--- src/rtl/dispatch_credit_ctrl_pkg.sv ---
// Shared types and constants for the 3-wide dispatch credit controller.
package dispatch_credit_ctrl_pkg;

    typedef enum logic [1:0] {
        DC_RUN     = 2'd0,
        DC_RECOVER = 2'd1,
        DC_HALT    = 2'd2
    } disp_ctrl_state_e;

    localparam int SYS_PR_FREE_INIT = 32;

    function automatic logic [1:0] popcount3(input logic [2:0] v);
        return 2'(v[0]) + 2'(v[1]) + 2'(v[2]);
    endfunction

endpackage

--- src/rtl/dispatch_credit_ctrl_credit_counter.sv ---
// One free-entry credit counter: consume on dispatch, release on drain, bulk load on squash.
module dispatch_credit_ctrl_credit_counter #(
    parameter  int MAX = 32,
    localparam int CW  = $clog2(MAX + 1)
) (
    input  logic          clock,
    input  logic          reset_n,
    input  logic [1:0]    consume_i,
    input  logic [1:0]    release_i,
    input  logic          load_i,
    input  logic [CW-1:0] load_val_i,
    output logic [CW-1:0] count_o
);

    localparam int SW = CW + 1;

    logic [CW-1:0] count_q, count_d;
    logic [SW-1:0] sum;

    // One extra bit makes both underflow (wraps high) and overflow land above MAX.
    always_comb begin
        sum     = {1'b0, count_q} + SW'(release_i) - SW'(consume_i);
        count_d = load_i ? load_val_i : sum[CW-1:0];
    end

    // NOTE: registers use non-blocking assignments so every flop samples pre-edge values.
    always_ff @(posedge clock) begin
        if (!reset_n) begin
            count_q <= CW'(MAX);
        end else begin
            count_q <= count_d;
        end
    end

    assign count_o = count_q;

    credit_in_range: assert property (@(posedge clock) disable iff (!reset_n)
        load_i || (sum <= SW'(MAX)));

endmodule

--- src/rtl/dispatch_credit_ctrl.sv ---
// Credit-based dispatch scheduler: in-order stall mask, squash recovery and halt freeze.
module dispatch_credit_ctrl
    import dispatch_credit_ctrl_pkg::*;
#(
    parameter  int ROB_SIZE     = 32,
    parameter  int RS_SIZE      = 16,
    parameter  int SQ_SIZE      = 8,
    parameter  int PR_FREE_INIT = SYS_PR_FREE_INIT,
    localparam int CW_ROB       = $clog2(ROB_SIZE + 1),
    localparam int CW_RS        = $clog2(RS_SIZE + 1),
    localparam int CW_SQ        = $clog2(SQ_SIZE + 1),
    localparam int CW_PR        = $clog2(PR_FREE_INIT + 1)
) (
    input  logic              clock,
    input  logic              reset_n,
    input  logic [2:0]        req_valid_i,
    input  logic [2:0]        req_needs_pr_i,
    input  logic [2:0]        req_is_store_i,
    input  logic [2:0]        req_is_halt_i,
    input  logic [1:0]        rob_retire_cnt_i,
    input  logic [1:0]        rs_issue_cnt_i,
    input  logic [1:0]        sq_retire_cnt_i,
    input  logic [1:0]        fl_return_cnt_i,
    input  logic              squash_i,
    input  logic [CW_PR-1:0]  fl_recover_cnt_i,
    output logic [2:0]        dispatch_stall_mask_o,
    output logic [2:0]        dispatch_fire_o,
    output logic [CW_ROB-1:0] rob_credits_o,
    output logic [CW_RS-1:0]  rs_credits_o,
    output logic [CW_SQ-1:0]  sq_credits_o,
    output logic [CW_PR-1:0]  pr_credits_o,
    output disp_ctrl_state_e  ctrl_state_o
);

    disp_ctrl_state_e state_q, state_d;

    logic [2:0] stall_mask;
    logic [2:0] fire;
    logic       blocked;
    logic [1:0] cum_slot, cum_pr, cum_sq;

    // Walk oldest (slot 2) to youngest; once a slot blocks, all younger slots block too.
    always_comb begin
        // NOTE: every always_comb output gets a default first so no latch is inferred.
        stall_mask = 3'b111;
        blocked    = 1'b0;
        cum_slot   = '0;
        cum_pr     = '0;
        cum_sq     = '0;
        if (reset_n && !squash_i && state_q == DC_RUN) begin
            for (int i = 2; i >= 0; i--) begin
                if (req_valid_i[i] && !blocked) begin
                    cum_slot = cum_slot + 2'd1;
                    cum_pr   = cum_pr + 2'(req_needs_pr_i[i]);
                    cum_sq   = cum_sq + 2'(req_is_store_i[i]);
                    if (CW_ROB'(cum_slot) > rob_credits_o ||
                        CW_RS'(cum_slot)  > rs_credits_o  ||
                        CW_PR'(cum_pr)    > pr_credits_o  ||
                        CW_SQ'(cum_sq)    > sq_credits_o) begin
                        blocked = 1'b1;
                    end
                end
                stall_mask[i] = blocked;
                if (req_valid_i[i] && req_is_halt_i[i]) begin
                    blocked = 1'b1;
                end
            end
        end
    end

    assign fire                  = req_valid_i & ~stall_mask;
    assign dispatch_stall_mask_o = stall_mask;
    assign dispatch_fire_o       = fire;

    dispatch_credit_ctrl_credit_counter #(.MAX(ROB_SIZE)) u_rob_credit (
        .clock      (clock),
        .reset_n    (reset_n),
        .consume_i  (popcount3(fire)),
        .release_i  (rob_retire_cnt_i),
        .load_i     (squash_i),
        .load_val_i (CW_ROB'(ROB_SIZE)),
        .count_o    (rob_credits_o)
    );

    dispatch_credit_ctrl_credit_counter #(.MAX(RS_SIZE)) u_rs_credit (
        .clock      (clock),
        .reset_n    (reset_n),
        .consume_i  (popcount3(fire)),
        .release_i  (rs_issue_cnt_i),
        .load_i     (squash_i),
        .load_val_i (CW_RS'(RS_SIZE)),
        .count_o    (rs_credits_o)
    );

    dispatch_credit_ctrl_credit_counter #(.MAX(SQ_SIZE)) u_sq_credit (
        .clock      (clock),
        .reset_n    (reset_n),
        .consume_i  (popcount3(fire & req_is_store_i)),
        .release_i  (sq_retire_cnt_i),
        .load_i     (squash_i),
        .load_val_i (CW_SQ'(SQ_SIZE)),
        .count_o    (sq_credits_o)
    );

    // After a squash the free list reports its own recovered occupancy.
    dispatch_credit_ctrl_credit_counter #(.MAX(PR_FREE_INIT)) u_pr_credit (
        .clock      (clock),
        .reset_n    (reset_n),
        .consume_i  (popcount3(fire & req_needs_pr_i)),
        .release_i  (fl_return_cnt_i),
        .load_i     (squash_i),
        .load_val_i (fl_recover_cnt_i),
        .count_o    (pr_credits_o)
    );

    always_comb begin
        state_d = state_q;
        unique case (state_q)
            DC_RUN: begin
                if (squash_i) begin
                    state_d = DC_RECOVER;
                end else if (|(fire & req_is_halt_i)) begin
                    state_d = DC_HALT;
                end
            end
            DC_RECOVER: state_d = squash_i ? DC_RECOVER : DC_RUN;
            DC_HALT:    state_d = squash_i ? DC_RECOVER : DC_HALT;
            default:    state_d = DC_RUN;
        endcase
    end

    always_ff @(posedge clock) begin
        if (!reset_n) begin
            state_q <= DC_RUN;
        end else begin
            state_q <= state_d;
        end
    end

    assign ctrl_state_o = state_q;

endmodule

--- config.mk ---
export PLATFORM = sky130hd
export DESIGN_NAME = dispatch_credit_ctrl
export DESIGN_NICKNAME = d
export VERILOG_FILES = /design/src/rtl/dispatch_credit_ctrl_pkg.sv /design/src/rtl/dispatch_credit_ctrl_credit_counter.sv /design/src/rtl/dispatch_credit_ctrl.sv
export SDC_FILE = /design/constraint.sdc
export NUM_CORES = 1
export LEC_CHECK = 0
export CAP_MARGIN = 25
export CORE_MARGIN = 10
export CORE_UTILIZATION = 50
export DETAILED_ROUTE_END_ITERATION = 8
export PLACE_DENSITY = 0.8
export REMOVE_ABC_BUFFERS = 1
export SKIP_CTS_REPAIR_TIMING = 1
export SLEW_MARGIN = 20
export SYNTH_ARGS = -nofsm -noshare
export SYNTH_HDL_FRONTEND = slang
export SYNTH_SLANG_ARGS = --single-unit
export TNS_END_PERCENT = 10
--- constraint.sdc ---
create_clock -name clock -period 7.8 [get_ports clock]
set_clock_uncertainty 0.05 [all_clocks]
set_input_delay 0.78 -clock clock [delete_from_list [all_inputs] [get_ports clock]]
set_output_delay 0.78 -clock clock [all_outputs]
set_load 0.005 [all_outputs]
======== Word-level counts from Yosys, hierarchy flattened ========
Index checks and enable logic that the tools add are counted.
W data, S select, Z words.
word-level totals
  register bits after elaboration ......... 23
  input bits .............................. 29
  output and inout bits ................... 29
  word-level logic and storage cells ...... 96
cells by class
  $add $sub $neg .......................... 20
  order comparisons ....................... 12
  eq/ne operators ......................... 3
  mux-type cells .......................... 29
  bitwise logic cells ..................... 6
  reductions and logical operators ........ 21
operator list
  cell                   number
  $gt A2 B6 Y1           4
  $mux W2                12
  $add A2 B1 Y2          7
  $mux W1                14
  $add A6 B2 Y6          2
  $and A3 B3 Y3          4
  $sub A6 B2 Y6          2
  $gt A2 B5 Y1           2
  $logic_or A1 B1 Y1     9
  $gt A2 B4 Y1           2
  $add A1 B1 Y2          3
  $gt A1 B6 Y1           1
  $gt A1 B6 Y1 const A   1
  $logic_and A1 B1 Y1    6
  $mux W6                1
  $pmux W2 S3            1
  $add A5 B2 Y5          1
  $gt A1 B5 Y1 const A   1
  $sub A5 B2 Y5          1
  $add A2 B1 Y2 const B  2
  $add A4 B2 Y4          1
  $gt A1 B4 Y1           1
  $sub A4 B2 Y4          1
  $logic_not A1 Y1       3
  other kinds (9)        9

======== Longest topological paths before layout ========
  word-level depth ........................ 27
  gate-level depth with buffers ........... 27
  depth with buffers taken out ............ 27

======== Cells and area by module ========
From an unflattened synthesis, not the netlist that was laid out.
second synthesis, totals
  cell total of the unflattened synthesis .. 324
  area, all modules ....................... 2,558.7 um2
by module, submodules not included
  module                                                 times used  cells an instance  area each (um2)  sequential area each (um2)
  dispatch_credit_ctrl_credit_counter (u_pr_credit ...)  2           58                 473.0            120.1
  dispatch_credit_ctrl                                   1           125                904.6            40.0
  dispatch_credit_ctrl_credit_counter (u_rs_credit)      1           48                 399.1            100.1
  dispatch_credit_ctrl_credit_counter (u_sq_credit)      1           35                 309.0            80.1

======== Least setup slack after synthesis ========
Ideal clock, no wire load.
  path type ............................... input-to-reg
  start ................................... input req_is_store_i[2]
  end ..................................... register u_pr_credit.count_q[4] (netlist: u_pr_credit.count_o[4])
  library setup time ...................... 115 ps
  arrival ................................. 5,830 ps
  data required time ...................... 7,635 ps
  slack ................................... 1,805 ps
  cell stages on the path ................. 27
  path buffers ............................ 0
  cells stage by stage .................... inv_1 -> ha_1 -> or4b_1 -> o311ai_1 -> nor3_1 -> o21a_1 -> nand2_1 -> o21ai_0 -> ha_1 -> xnor2_1 -> ha_1 -> nor2b_1 -> o211ai_1 -> nand3_1 -> nor4b_4 -> and2_1 -> fa_1 -> fa_1 -> inv_1 -> ha_1 -> fa_1 -> a21oi_1 -> nor2_1 -> nor2_1 -> xor2_1 -> o21ai_0 -> and2_1
between the ends
  cells in the longest elaborated chain, start to end .. 25
  elaborated cells between the ends (all ways) .. 45
  those cells by class .................... 7 x add/sub; 6 x order compare; 20 x mux; 3 x bitwise; 9 x reduce/logical
RTL lines
  item                    line                                       source
  from (decl)             dispatch_credit_ctrl.sv:18                 input logic [2:0] req_is_store_i,
  $gt A1 B4 Y1            dispatch_credit_ctrl.sv:59                 CW_SQ'(cum_sq) > sq_credits_o) begin
  $logic_or A1 B1 Y1      dispatch_credit_ctrl.sv:58                 CW_PR'(cum_pr) > pr_credits_o ||
  $mux W1                 dispatch_credit_ctrl.sv:56                 if (CW_ROB'(cum_slot) > rob_credits_o ||
  $mux W1                 dispatch_credit_ctrl.sv:52                 if (req_valid_i[i] && !blocked) begin
  $mux W1                 dispatch_credit_ctrl.sv:64                 if (req_valid_i[i] && req_is_halt_i[i]) begin
  $mux W1                 dispatch_credit_ctrl.sv:50                 if (reset_n && !squash_i && state_q == DC_RUN) begin
  $logic_not A1 Y1        dispatch_credit_ctrl.sv:52
  $logic_and A1 B1 Y1     dispatch_credit_ctrl.sv:52
  [... 10 more ...]       --
  $not A3 Y3 *            dispatch_credit_ctrl.sv:71                 assign fire = req_valid_i & ~stall_mask;
  $and A3 B3 Y3 *         dispatch_credit_ctrl.sv:71
  via dispatch_fire_o[0]  dispatch_credit_ctrl.sv:27                 output logic [2:0] dispatch_fire_o,
  $and A3 B3 Y3 *         dispatch_credit_ctrl.sv:109                .consume_i (popcount3(fire & req_needs_pr_i)),
  $add A1 B1 Y2 *         dispatch_credit_ctrl_pkg.sv:13             return 2'(v[0]) + 2'(v[1]) + 2'(v[2]);
  $add A2 B1 Y2 *         dispatch_credit_ctrl_pkg.sv:13
  $sub A6 B2 Y6 *         dispatch_credit_ctrl_credit_counter.sv:22  sum = {1'b0, count_q} + SW'(release_i) - SW'(consume_i);
  $mux W6 *               dispatch_credit_ctrl_credit_counter.sv:23  count_d = load_i ? load_val_i : sum[CW-1:0];
  to (signal assigned)    dispatch_credit_ctrl_credit_counter.sv:29  count_q <= CW'(MAX);
  to (signal assigned)    dispatch_credit_ctrl_credit_counter.sv:31  count_q <= count_d;
  to (decl)               dispatch_credit_ctrl_credit_counter.sv:17  logic [CW-1:0] count_q, count_d;
The timed path passes the listed nets; every way through them passes the cells marked *. The select of a mux whose other input is x is not followed.
A chain may end at the register's enable or synchronous reset.

======== Worst setup path after layout ========
  start ................................... input req_is_store_i[2]
  end ..................................... register u_pr_credit.count_q[4] (netlist: u_pr_credit.count_o[4])
between the ends
  cells in the longest elaborated chain, start to end .. 25
  elaborated cells between the ends (all ways) .. 45
  those cells by class .................... 7 x add/sub; 6 x order compare; 20 x mux; 3 x bitwise; 9 x reduce/logical
RTL lines
  item                 line
  $gt A1 B4 Y1         dispatch_credit_ctrl.sv:59
  $logic_or A1 B1 Y1   dispatch_credit_ctrl.sv:58
  $mux W1              dispatch_credit_ctrl.sv:56
  $mux W1              dispatch_credit_ctrl.sv:52
  $mux W1              dispatch_credit_ctrl.sv:64
  $mux W1              dispatch_credit_ctrl.sv:50
  $logic_not A1 Y1     dispatch_credit_ctrl.sv:52
  $logic_and A1 B1 Y1  dispatch_credit_ctrl.sv:52
  [... 9 more ...]     --
  $mux W3 *            dispatch_credit_ctrl.sv:50
  $not A3 Y3 *         dispatch_credit_ctrl.sv:71
  $and A3 B3 Y3 *      dispatch_credit_ctrl.sv:71
  $and A3 B3 Y3 *      dispatch_credit_ctrl.sv:109
  $add A1 B1 Y2        dispatch_credit_ctrl_pkg.sv:13
  $add A2 B1 Y2 *      dispatch_credit_ctrl_pkg.sv:13
  $sub A6 B2 Y6 *      dispatch_credit_ctrl_credit_counter.sv:22
  $mux W6 *            dispatch_credit_ctrl_credit_counter.sv:23
Mark *: on every way between the ends. The rest lies on a longest branch, timed or not. The select of a mux whose other input is x is not followed.

==> metrics.cfg <==
[detailed_routing]
drc_errors = 0
first_iter_violations = 149
drtPass1Iterations = 4
route.antenna.remaining_nets = 0
finalWirelength_mm = 6.28
routed_via_density = 5.23
wl_per_cell_um = 15.3
via_count = 2150

[global_route]
grt_overflow = 0
grt_max_degree = 15
grt_pass1_wl_mm = 11.0
antenna_found_initial = 0
grt_pass1_vias = 2328
grt_usage_pct = 16.0

[critical_path]
reg2reg_from = u_sq_credit.count_o[0]$_SDFF_PP0_
r2r_cells = 26
critPathLaunchType = primary input
worstReg2RegEnd = u_pr_credit.count_o[4]$_SDFF_PN0_
critPathKind = primary input to register
cpLargestDelayFamily = adder cells
rrSetupSlack_ns = 1.75
crit_buf_inv = 3
max_stage_delay_ns = 0.49
cp_common_cell = ha_1
cp.arrival_ns = 6.77
endpoint_kind = register
critPathSlowestCell = fa_1
worstPathRequired_ns = 7.93
crit_fanout = 7

[synthesis]
synthArstFlopShare_pct = 0
synth_top_area_share_pct = 26.1
yosys_register_bits = 23
syn_area_per_cell_um2 = 8.58
netlist_instances = 285
synth.most_common_cell = inv_1
synth.top_cells.by_area = ha_1, dfxtp_1, fa_1, inv_1, xnor2_1
syn-cell-area_mm2 = 0.00244
synth_top_area_cell = ha_1
synth_commonest_cells = inv_1, ha_1, dfxtp_1, nand2_1, nor2_1
ys_types = 41
synth-seq-area-share_pct = 18.8
ys.flop_type = dfxtp_1
synth_edf_count = 0
yosys_warnings = 0

[min_path]
min_to = ctrl_state_o[0]$_SDFFE_PN0P_
min-delay-start = ctrl_state_o[1]$_SDFFE_PN0P_
min_path_type = register to register
hold_depth = 1

[clocking]
cts_root_buf = clkbuf_8
htree_levels = 1
path_clk_slew_ns = 0.10
cts_tree = yes
clock_path_buffers = 2
clk_latency_ns = 0.28
numCtsBuffers = 3
clock_sinks = 23

[timing]
setup_viol = 0
finalHoldViolCount = 0
timing.hold.ws_ns = 0.462
setup_tns_ns = 0
rsz0062_at_grt = false
layout_min_cycle_time_ns = 6.63
tightest_slew_ns = 0.728
fmax_mhz = 151
slew_headroom_pct = 51.4
finalMaxSlewViolations = 0
period_share_pct = 85.0

[power]
p_int_w = 0.000438
cellLeakagePower_nw = 1.48
combPwrFrac_pct = 65.5
switching_power_w = 0.000315
power_frac_seq_pct = 23.6
peakVddDrop_mv = 0.117
sw_frac_of_total_pct = 41.8
p_per_area_mw_per_mm2 = 240
p_clk_share_pct = 10.9

[floorplan]
die_area_mm2 = 0.00809
initial_core_util_pct = 51.8
die_y_um = 89.9
ios = 58
core-area_mm2 = 0.00472
fp-row-count = 25
die-width_um = 89.9

[layout]
areaGrowthSynthToFinish_pct = 28.5
fin_nets = 438
final_cells = 411
drive_above_1_share_pct = 2.33
fillers = 404
diodes = 0

[placed_design]
dp.cells = 407
dp_hpwl_mm = 5.32
placement.io_buffers = 57
gp_congestion = 0.912

[flow_run]
cap_violations = 0

[outcome]
status = completed

-- flip-flops by register name (all words and copies together) (netlist names) --
register and flops:
u_rs_credit.count_o 5, u_pr_credit.count_o 6, u_sq_credit.count_o 4, ctrl_state_o 2, u_rob_credit.count_o 6
-- layout by cell type (no fill, tap or decap), types with 2 or more instances in the layout --
cell	instances
clkdlybuf4s50_1	57
inv_1	53
ha_1	51
dfxtp_1	23
nand2_1	22
nor2_1	15
fa_1	13
nor2b_1	12
a21oi_1	12
and2_1	12
o21ai_0	11
xnor2_1	10
nand3_1	5
o211ai_1	4
nor3_1	4
a21o_1	4
or4b_1	3
clkbuf_8	3
nand2b_1	2
o2111ai_1	2
or3_1	2
mux2i_1	2
xor2_1	2
-- power by group through the flow --
stage / logic [W] / clock network [W] / registers, W
after floorplan: 0.000325 / 0 / 0.000177
after global placement: 0.000470 / 0 / 0.000180
after detailed placement: 0.000492 / 0 / 0.000181
after CTS: 0.000497 / 0.0000832 / 0.000178
after global routing: 0.000569 / 0.0000874 / 0.000184
final: 0.000493 / 0.0000820 / 0.000178
-- cell type report --
type,count,area [um^2],share of cell area [%]
Clock inverter,1,7.51,0.239
Inverter,53,199,6.33
Timing Repair Buffer,57,571,18.2
Sequential cell,23,460,14.7
Multi-Input combinational cell,207,1780,56.6
Tap cell,67,83.8,2.67
Clock buffer,3,41.3,1.31
-- per-stage QoR --
stage | util [%] | power [W] | setup slack (ns) | area [um^2]
after floorplan | - | 0.000501 | 1.82 | 2440
after global placement | 65.5 | 0.000650 | 1.09 | 3090
after detailed placement | 65.5 | 0.000673 | 0.871 | 3090
after CTS | 66.5 | 0.000759 | 1.16 | 3140
after global routing | 66.5 | 0.000840 | 0.633 | 3140
final | 66.5 | 0.000753 | 1.17 | 3140
-- how the worst max path moves through the flow --
stage / from / endpoint / cells past startpoint
detailed placement: req_is_store_i[2] / u_pr_credit.count_o[4]$_SDFF_PN0_ / 28
CTS: req_is_store_i[2] / u_pr_credit.count_o[4]$_SDFF_PN0_ / 28
global route: req_is_store_i[2] / u_pr_credit.count_o[4]$_SDFF_PN0_ / 28
floorplan: req_is_store_i[2] / u_pr_credit.count_o[4]$_SDFF_PN0_ / 27
global placement: req_is_store_i[2] / u_pr_credit.count_o[4]$_SDFF_PN0_ / 28
finish: req_is_store_i[2] / u_pr_credit.count_o[4]$_SDFF_PN0_ / 28
-- routing by layer --
| metal | global-route usage, % | up-vias | part of all wire, % |
|---|---|---|---|
| met5 | 0 | - | 0 |
| met2 | 28.5 | 73 | 49 |
| met3 | 2.83 | 9 | 5.4 |
| met1 | 19.1 | 998 | 44 |
| met4 | 4.51 | 0 | 1.2 |
| li1 | - | 1070 | - |
-- cell families (layout without fill, tap and decap cells) --
family,Yosys count,count (layout),share of synthesized area (%)
simple gates,87,87,19.7
fa+ha+maj,64,64,36.7
buf+inv,55,114,8.44
compound gates,42,42,11.2
flops,23,23,18.8
xor+xnor,12,12,4.30
mux,2,2,0.819
(Power assumes the default switching activity.)
